==> config.mk <==
export PLATFORM = sky130hd
export DESIGN_NAME = line_compactor
export DESIGN_NICKNAME = d
export VERILOG_FILES = /design/src/rtl/tetris_pkg.sv /design/src/rtl/board_addr.sv /design/src/rtl/line_compactor.sv
export SDC_FILE = /design/constraint.sdc
export NUM_CORES = 1
export LEC_CHECK = 0
export ABC_AREA = 0
export CAP_MARGIN = 20
export CORE_MARGIN = 5
export CORE_UTILIZATION = 58
export CTS_CLUSTER_SIZE = 24
export DETAILED_ROUTE_END_ITERATION = 10
export HOLD_SLACK_MARGIN = 0.05
export PLACE_DENSITY_LB_ADDON = 0.08
export SLEW_MARGIN = 40
export SYNTH_ARGS = -nofsm -noshare
export SYNTH_HDL_FRONTEND = slang
export SYNTH_HIERARCHICAL = 1
export SYNTH_SLANG_ARGS = --single-unit
export TNS_END_PERCENT = 30
==> constraint.sdc <==
create_clock -name clk -period 4.5 [get_ports clk]
set_clock_uncertainty 0.1 [all_clocks]
set_input_delay 0.9 -clock clk [delete_from_list [all_inputs] [get_ports clk]]
set_output_delay 0.9 -clock clk [all_outputs]
set_load 0.05 [all_outputs]
==> src/rtl/tetris_pkg.sv <==
// rtl/tetris_pkg.sv - shared board constants and line-clear FSM state encoding
package tetris_pkg;

    localparam int DEF_BOARD_W = 10;
    localparam int DEF_BOARD_H = 24;
    localparam int DEF_CELL_W  = 6;
    localparam int DEF_ADDR_W  = 8;

    // A cell holding this value is empty; any other value is an occupied cell.
    localparam int EMPTY_CELL  = 0;

    typedef enum logic [2:0] {
        S_IDLE = 3'd0,
        S_RD   = 3'd1,
        S_CHK  = 3'd2,
        S_WR   = 3'd3,
        S_FILL = 3'd4,
        S_DONE = 3'd5
    } lc_state_e;

endpackage

==> src/rtl/board_addr.sv <==
// rtl/board_addr.sv - (x, y) cell coordinate to linear board RAM address
module board_addr
    import tetris_pkg::*;
#(
    parameter int BOARD_W = DEF_BOARD_W,
    parameter int ADDR_W  = DEF_ADDR_W,
    parameter int X_W     = 4,
    parameter int Y_W     = 5
) (
    input  logic [X_W-1:0]    x_i,
    input  logic [Y_W-1:0]    y_i,
    output logic [ADDR_W-1:0] addr_o
);

    localparam logic [ADDR_W-1:0] ROW_STRIDE = ADDR_W'(BOARD_W);

    assign addr_o = ADDR_W'(y_i) * ROW_STRIDE + ADDR_W'(x_i);

endmodule

==> src/rtl/line_compactor.sv <==
// rtl/line_compactor.sv - single-pass line-clear engine for the board RAM
module line_compactor
    import tetris_pkg::*;
#(
    parameter int BOARD_W = DEF_BOARD_W,
    parameter int BOARD_H = DEF_BOARD_H,
    parameter int CELL_W  = DEF_CELL_W,
    parameter int ADDR_W  = DEF_ADDR_W,
    parameter int RAM_LAT = 1,
    parameter int CNT_W   = $clog2(BOARD_H + 1)
) (
    input  logic               clk,
    input  logic               resetn,
    input  logic               start,
    input  logic [CELL_W-1:0]  ram_q,
    output logic [ADDR_W-1:0]  ram_addr,
    output logic [CELL_W-1:0]  ram_data,
    output logic               ram_wren,
    output logic               busy,
    output logic               done,
    output logic [CNT_W-1:0]   rows_cleared,
    output logic [BOARD_H-1:0] cleared_mask
);

    // Row pointers carry one extra bit so that stepping past row 0 shows up as -1.
    localparam int PTR_W = $clog2(BOARD_H) + 1;
    localparam int Y_W   = PTR_W - 1;
    localparam int X_W   = $clog2(BOARD_W);
    localparam int C_W   = $clog2(BOARD_W + RAM_LAT + 1);

    localparam logic [C_W-1:0]          LAST_X  = C_W'(BOARD_W - 1);
    localparam logic [C_W-1:0]          LAST_RD = C_W'(BOARD_W + RAM_LAT - 1);
    localparam logic [C_W-1:0]          LAT_C   = C_W'(RAM_LAT);
    localparam logic signed [PTR_W-1:0] TOP_ROW = PTR_W'(BOARD_H - 1);
    localparam logic signed [PTR_W-1:0] ONE     = PTR_W'(1);

    lc_state_e               state_q, state_d;
    logic signed [PTR_W-1:0] src_q, src_d, dst_q, dst_d;
    logic [C_W-1:0]          cnt_q, cnt_d;
    logic                    any_empty_q, any_empty_d;
    logic [CNT_W-1:0]        rows_q, rows_d;
    logic [BOARD_H-1:0]      mask_q, mask_d;
    logic [CELL_W-1:0]       row_buf_q [BOARD_W];

    logic                    capture;
    logic [C_W-1:0]          cap_idx;
    logic [X_W-1:0]          cap_x;
    logic [X_W-1:0]          wr_x;
    logic                    advance;
    logic [C_W-1:0]          addr_x;
    logic [Y_W-1:0]          addr_y;
    logic [ADDR_W-1:0]       cell_addr;
    logic                    ram_active;

    // Read data for the cell issued RAM_LAT cycles ago arrives once the counter passes the latency.
    assign capture = (state_q == S_RD) && (cnt_q >= LAT_C);
    assign cap_idx = cnt_q - LAT_C;
    assign cap_x   = cap_idx[X_W-1:0];
    assign wr_x    = cnt_q[X_W-1:0];

    // Reads walk the source row; writes and zero-fill walk the destination row.
    always_comb begin
        addr_x = cnt_q;
        addr_y = dst_q[Y_W-1:0];
        if (state_q == S_RD) begin
            addr_y = src_q[Y_W-1:0];
            if (cnt_q > LAST_X) begin
                addr_x = LAST_X;
            end
        end
    end

    board_addr #(
        .BOARD_W (BOARD_W),
        .ADDR_W  (ADDR_W),
        .X_W     (X_W),
        .Y_W     (Y_W)
    ) u_board_addr (
        .x_i    (addr_x[X_W-1:0]),
        .y_i    (addr_y),
        .addr_o (cell_addr)
    );

    assign ram_active   = (state_q == S_RD) || ram_wren;
    assign ram_wren     = (state_q == S_WR) || (state_q == S_FILL);
    assign ram_addr     = ram_active ? cell_addr : '0;
    assign ram_data     = (state_q == S_WR) ? row_buf_q[wr_x] : CELL_W'(EMPTY_CELL);
    assign busy         = (state_q == S_RD) || (state_q == S_CHK) || ram_wren;
    assign done         = (state_q == S_DONE);
    assign rows_cleared = rows_q;
    assign cleared_mask = mask_q;

    // Next-state logic: scan bottom-up, drop full rows, copy survivors down, then zero the top.
    always_comb begin
        state_d     = state_q;
        src_d       = src_q;
        dst_d       = dst_q;
        cnt_d       = cnt_q;
        any_empty_d = any_empty_q;
        rows_d      = rows_q;
        mask_d      = mask_q;
        advance     = 1'b0;

        case (state_q)
            S_IDLE: begin
                if (start) begin
                    rows_d      = '0;
                    mask_d      = '0;
                    src_d       = TOP_ROW;
                    dst_d       = TOP_ROW;
                    cnt_d       = '0;
                    any_empty_d = 1'b0;
                    state_d     = S_RD;
                end
            end
            S_RD: begin
                if (capture && (ram_q == CELL_W'(EMPTY_CELL))) begin
                    any_empty_d = 1'b1;
                end
                if (cnt_q == LAST_RD) begin
                    cnt_d   = '0;
                    state_d = S_CHK;
                end else begin
                    cnt_d = cnt_q + C_W'(1);
                end
            end
            S_CHK: begin
                if (!any_empty_q) begin
                    rows_d                 = rows_q + CNT_W'(1);
                    mask_d[src_q[Y_W-1:0]] = 1'b1;
                    src_d                  = src_q - ONE;
                    advance                = 1'b1;
                end else if (src_q == dst_q) begin
                    src_d   = src_q - ONE;
                    dst_d   = dst_q - ONE;
                    advance = 1'b1;
                end else begin
                    cnt_d   = '0;
                    state_d = S_WR;
                end
            end
            S_WR: begin
                if (cnt_q == LAST_X) begin
                    src_d   = src_q - ONE;
                    dst_d   = dst_q - ONE;
                    advance = 1'b1;
                end else begin
                    cnt_d = cnt_q + C_W'(1);
                end
            end
            S_FILL: begin
                if (cnt_q == LAST_X) begin
                    cnt_d = '0;
                    dst_d = dst_q - ONE;
                    if (dst_q == '0) begin
                        state_d = S_DONE;
                    end
                end else begin
                    cnt_d = cnt_q + C_W'(1);
                end
            end
            S_DONE: begin
                state_d = S_IDLE;
            end
            default: begin
                state_d = S_IDLE;
            end
        endcase

        // After a row is resolved: next row, or zero-fill, or finish when nothing was cleared.
        if (advance) begin
            cnt_d       = '0;
            any_empty_d = 1'b0;
            if (src_d[PTR_W-1]) begin
                state_d = dst_d[PTR_W-1] ? S_DONE : S_FILL;
            end else begin
                state_d = S_RD;
            end
        end
    end

    // Control and result registers.
    always_ff @(posedge clk or negedge resetn) begin
        if (!resetn) begin
            state_q     <= S_IDLE;
            src_q       <= TOP_ROW;
            dst_q       <= TOP_ROW;
            cnt_q       <= '0;
            any_empty_q <= 1'b0;
            rows_q      <= '0;
            mask_q      <= '0;
        end else begin
            state_q     <= state_d;
            src_q       <= src_d;
            dst_q       <= dst_d;
            cnt_q       <= cnt_d;
            any_empty_q <= any_empty_d;
            rows_q      <= rows_d;
            mask_q      <= mask_d;
        end
    end

    // Row buffer holds the source row between its read and its write-back.
    always_ff @(posedge clk or negedge resetn) begin
        if (!resetn) begin
            for (int i = 0; i < BOARD_W; i++) begin
                row_buf_q[i] <= '0;
            end
        end else if (capture) begin
            row_buf_q[cap_x] <= ram_q;
        end
    end

endmodule
==> results of run 1 <==
==> cell usage in the layout, fill, tap and decap left out, drive strengths merged, types with 6 or more instances in the layout <==
cell and instances:
xor2 14, inv 15, nor2 51, nor3 10, nand2 29, buf 23, a21oi 34, nor2b 9
ha 23, clkbuf 11, mux4 12, dfrtp 101, o22a 6, mux2 65, clkdlybuf4s50 46, mux2i 14
o21ai 13, dfstp 8, and2 8, nand3 7
==> tightest hold or removal path, cell delays in order, from the launching register on <==
cell     delay (ns)
dfrtp_1        0.36
a21oi_1        0.04
nor2_1         0.07
==> through the flow <==
stage	setup TNS, ns	worst slack, ns	utilization
finish	0	0.0774	0.691
detailed placement	0	0.347	0.669
global route	-0.0754	-0.0754	0.691
floorplan	0	0.131	-
CTS	0	0.0470	0.689
global placement	0	0.412	0.669
==> state kept, by name, indices dropped and copies added (netlist names) <==
signal / count
state_q: 3
row_buf_q: 60
cnt_q: 4
src_q: 6
dst_q: 6
rows_cleared: 5
cleared_mask: 24
any_empty_q: 1
==> worst paths after layout <==
check	endpoint	slack (ns)	cells past startpoint
max	ram_addr[7]	0.08	11
min	cleared_mask[14]	0.40	2
max reg2reg	cleared_mask[3]	2.03	6
min reg2reg	cleared_mask[14]	0.40	2
max in group asynchronous	row_buf_q[1]	3.01	2
min in group asynchronous	cleared_mask[23]	0.43	1
==> metal layers <==
layer  vias to the layer above  GRT usage  share of wire
met5                         -          0              0
met4                         0     0.0665          0.016
met3                        15     0.0562          0.043
met2                       109      0.377           0.52
met1                      2111      0.285           0.42
li1                       1932          -              -
==> kinds of logic (layout without fill, tap and decap cells) <==
family,Yosys count,in the layout
simple gates,144,144
flops,109,109
mux,91,91
compound gates,84,84
buf+inv,44,97
fa+ha+maj,25,25
xor+xnor,19,19
==> area by class of cell <==
cell class | instances | area, um2 | share of cell area
clock inverters | 5 | 42.5 | 0.00627
clock buffers | 11 | 131 | 0.0194
well taps | 133 | 166 | 0.0245
multi-input cells | 363 | 2960 | 0.435
inverters | 12 | 45.0 | 0.00664
repair buffers | 69 | 708 | 0.104
flip-flops and latches | 109 | 2740 | 0.403
==> what timing repair did <==
item,CTS,global route
pin swaps,1,1
gates cloned,0,0
hold buffers,0,0
resized for setup,0,3
buffers inserted,3,1
endpoints found under the setup margin,1,2
==> out/qor.csv, run 1 <==
metric,value,unit
startpoint type of the worst setup path,flip-flop,
DP HPWL,9360,um
Post-Synthesis Cells,516,
fin cells,702,
largest net degree at the start of global routing,51,
Netlist cell types,61,
die height,111,um
Synth Warn #,6,
routed length per placed instance,18.5,um
# nets final,598,
CP top delay family,adder cells,
H-tree depth,3,
status,finished clean,
"top cells by area, synth","dfrtp_1, mux2_2, ha_1, mux4_2, dfstp_2",
DR vias/cell,5.94,
"Reg clk slew, reported paths",0.10,ns
Post-synth EDFFs,0,
main flop type after synthesis,dfrtp_1,
"Req. time, crit path",3.50,ns
TritonRoute pass-1 iters,5,
Slew Limit Fails,0,
Filler cells,770,
top cell type by total area after synthesis,dfrtp_1,
post-synthesis compound-gate area fraction,0.0903,
Ant. Diodes,0,
max incr delay on CP,0.42,ns
critical path class,flip-flop to primary output,
# rows,36,
sequential element share of the synthesized area,0.466,
GR Overflow Total,0,
worst hold start,cleared_mask[14],
largest family of logic cells by synthesized area,multiplexers,
Critical Path Fanout Max,6,
final hold violations,0,
Worst-Margin Slew,0.710,ns
placed instance area,0.00657,mm2
routability cong.,0.886,
Top-Level Pins,55,
Synth Area in Adders,0.0558,
port bufs,54,
Critical-path top delay cell,dfrtp_1,
share of cells above drive strength 1,0.244,
via count,4167,
Achievable Freq,226,MHz
drt drc,0,
syn_area_per_cell,11.4,um2
CTS tree,done,
Area Growth Syn to Fin,15.5,%
Slew HR,0.525,
Syn Nets,550,
R2R Path Start,state_q[1],
max_cap viols,0,
Root Driver,clkbuf_8,
CP Capture Type,primary output,
Buf/Inv on CP,1,
"FFs w/ async S/R, synth",1.00,
critical path startpoint,state_q[2],
mapped cell area,0.00588,mm2
Hold WC Path Type,flip-flop to flip-flop,
RSZ-0062 raised after global routing,true,
post-route cell area,0.00679,mm2
Final setup viols,0,
Seq cells post-synth,109,
Iter 0 DRT Violations,239,
"wirelength, routed",13000,um
Commonest cells post-synth,"dfrtp_1, mux2_2, nor2_1",
crit path cell chain,nor3b_4 > mux2_2 > ha_1 > ha_1 > fa_1 > xor2_2 > nand4_1 > xnor2_1 > xnor2_1 > nor2b_2 > buf_12,
Die ar.,0.0122,mm2
xor/xnor share of the synthesized area,0.0283,
Post-DRT Antenna Nets,0,
Die X,111,um
most frequent cell after synthesis,dfrtp_1,
"Arr. time, crit path",3.42,ns
worst hold slack,0.405,ns
Max clock buf depth,2,
initial core utilization,0.598,
DP Cell Count,682,
fin crit period,4.42,ns
initial antenna violation count,0,
worst skew pair latency,0.39,ns
CTS buffer count,9,
vias in the first global route,4240,
Core Region,0.00982,mm2
post-synthesis simple-gate area fraction,0.130,
CTS Sinks,109,
GRT Overall Usage,0.223,
first-pass GRT wire length,22100,um
post-synthesis mux area share,0.194,
Final period util,0.983,
post-synth top area share,0.430,
Power of run 1 is left out: the tool's default activity adds up to more than one toggle a clock period on the data nets, which glitch-free logic cannot reach.
==> run 2: changes to the inputs <==
Settings changed: ABC_AREA 0 to unset.
==> results of run 2 <==
Final layout, timing and power as in run 1 (identical DEF).
Power of run 2 is left out for the same reason.
==> run 3: changes to the inputs <==
Settings changed: CORE_UTILIZATION 58 to 60, GPL_TIMING_DRIVEN set to 1.
Clock period 4.5 ns to 5.5 ns, I/O delays scaled along.
==> out/qor.csv, run 3 (synthesis results as in run 1) <==
metric,value,unit,change
Max clock buf depth,2,,unchanged
Critical-path top delay cell,clkdlybuf4s50_1,,
Top-Level Pins,55,,unchanged
critical path startpoint,state_q[2],,
die height,109,um,-1.5%
via count,4038,,-3.1%
Achievable Freq,195,MHz,
Hold WC Path Type,flip-flop to flip-flop,,
drt drc,0,,unchanged
Filler cells,732,,-4.9%
worst skew pair latency,0.37,ns,-0.02 ns
share of cells above drive strength 1,0.224,,-0.0201
Slew HR,0.564,,+0.0395
largest net degree at the start of global routing,74,,+45%
"wirelength, routed",12800,um,-1.1%
Area Growth Syn to Fin,14.2,%,
GR Overflow Total,0,,unchanged
CTS Sinks,109,,unchanged
Setup TNS,0,ns,unchanged
# nets final,592,,-1.0%
max reg flops,60,,unchanged
post-cts gate resize count,0,,unchanged
max_cap viols,0,,unchanged
first-pass GRT wire length,21400,um,-3.2%
setup repair bufs after CTS,0,,-3
DP Cell Count,679,,-0.44%
worst hold start,row_buf_q[50],,
Ant. Diodes,0,,unchanged
max incr delay on CP,0.80,ns,+0.38 ns
Slew Limit Fails,0,,unchanged
Root Driver,clkbuf_8,,
# rows,36,,unchanged
"most common cell after layout, fill and taps aside",dfrtp_1,,
CP top delay family,adder cells,,
Buf/Inv on CP,1,,unchanged
Biggest register,row_buf_q,,
crit-path most repeated cell,ha_1,,
"Reg clk slew, reported paths",0.10,ns,about the same
initial antenna violation count,0,,unchanged
routed length per placed instance,18.5,um,-0.13%
Iter 0 DRT Violations,176,,-26%
crit path cell chain,nor3b_4 > mux2_2 > ha_1 > ha_1 > fa_1 > nand2_1 > nor2_1 > xor2_1 > nor2b_1 > clkdlybuf4s50_1,,
Die X,109,um,-1.5%
TritonRoute pass-1 iters,4,,-1
DR vias/cell,5.81,,-2.1%
fin cells,695,,-1.0%
most frequent cells in the layout,"dfrtp_1, mux2_2, nor2_1, clkdlybuf4s50_1, a21oi_1",,
R2R Path Start,state_q[2],,
Final setup viols,0,,unchanged
Die ar.,0.0119,mm2,-3.0%
hold-fix buffer count after cts,0,,unchanged
Finished Core Util,0.693,,+0.00189
worst hold slack,0.402,ns,-0.00321 ns
CP Capture Type,primary output,,
startpoint type of the worst setup path,flip-flop,,
DP HPWL,9170,um,-2.0%
initial core utilization,0.607,,+0.00835
Critical Path Fanout Max,10,,+4
RSZ-0062 raised after global routing,false,,
status,finished clean,,
vias in the first global route,4237,,-0.071%
fin crit period,5.13,ns,
CTS buffer count,9,,unchanged
CTS tree,done,,
"Arr. time, crit path",3.93,ns,+0.51 ns
GRT Overall Usage,0.234,,+0.0108
"Req. time, crit path",4.30,ns,+0.80 ns
routability cong.,0.869,,-1.9%
final hold violations,0,,unchanged
Post-DRT Antenna Nets,0,,unchanged
critical path class,flip-flop to primary output,,
H-tree depth,3,,unchanged
Worst-Margin Slew,0.654,ns,-0.0562 ns
Core Region,0.00968,mm2,-1.4%
Final period util,0.932,,
port bufs,54,,unchanged
[run 3: area by class of cell]
cell class / count / area (um2) / share of cell area
Multi-Input combinational cell: 363 / 2950 / 0.439
Sequential cell: 109 / 2740 / 0.408
Timing Repair Buffer: 63 / 617 / 0.0919
Tap cell: 133 / 166 / 0.0248
Clock buffer: 11 / 141 / 0.0211
Clock inverter: 4 / 57.6 / 0.00858
Inverter: 12 / 45.0 / 0.00671
[run 3: final timing paths]
kind,endpoint,depth (start not counted),slack [ns]
max in group asynchronous,row_buf_q[4],2,3.73
min in group asynchronous,rows_cleared[4],1,0.63
hold reg to reg,row_buf_q[50],1,0.40
setup / recovery,ram_addr[6],10,0.37
setup reg to reg,cleared_mask[15],6,3.02
hold / removal,row_buf_q[50],1,0.40
[run 3: metrics by stage]
step,worst slack (ns),cell area (um2)
finish,0.373,6710
global route,0.155,6710
CTS,0.342,6700
detailed placement,0.764,6500
global placement,0.807,6490
floorplan,0.748,5880
[run 3: worst reg2reg max path: cells and delay by family, from the launching register on]
family                 cells  cell delay [ns]
DFF                        1             0.42
and+or+nand+nor            4             1.53
AOI/OAI and AO/OA          1             0.14
buffers and inverters      1             0.20
[run 3: layer usage]
layer,global-route usage,vias up,wire (um)
met5,0,-,0
met4,0.0604,0,144
met3,0.0432,8,518
met2,0.417,75,6840
met1,0.294,2040,5350
li1,-,1915,-
Power of run 3 is left out for the same reason.
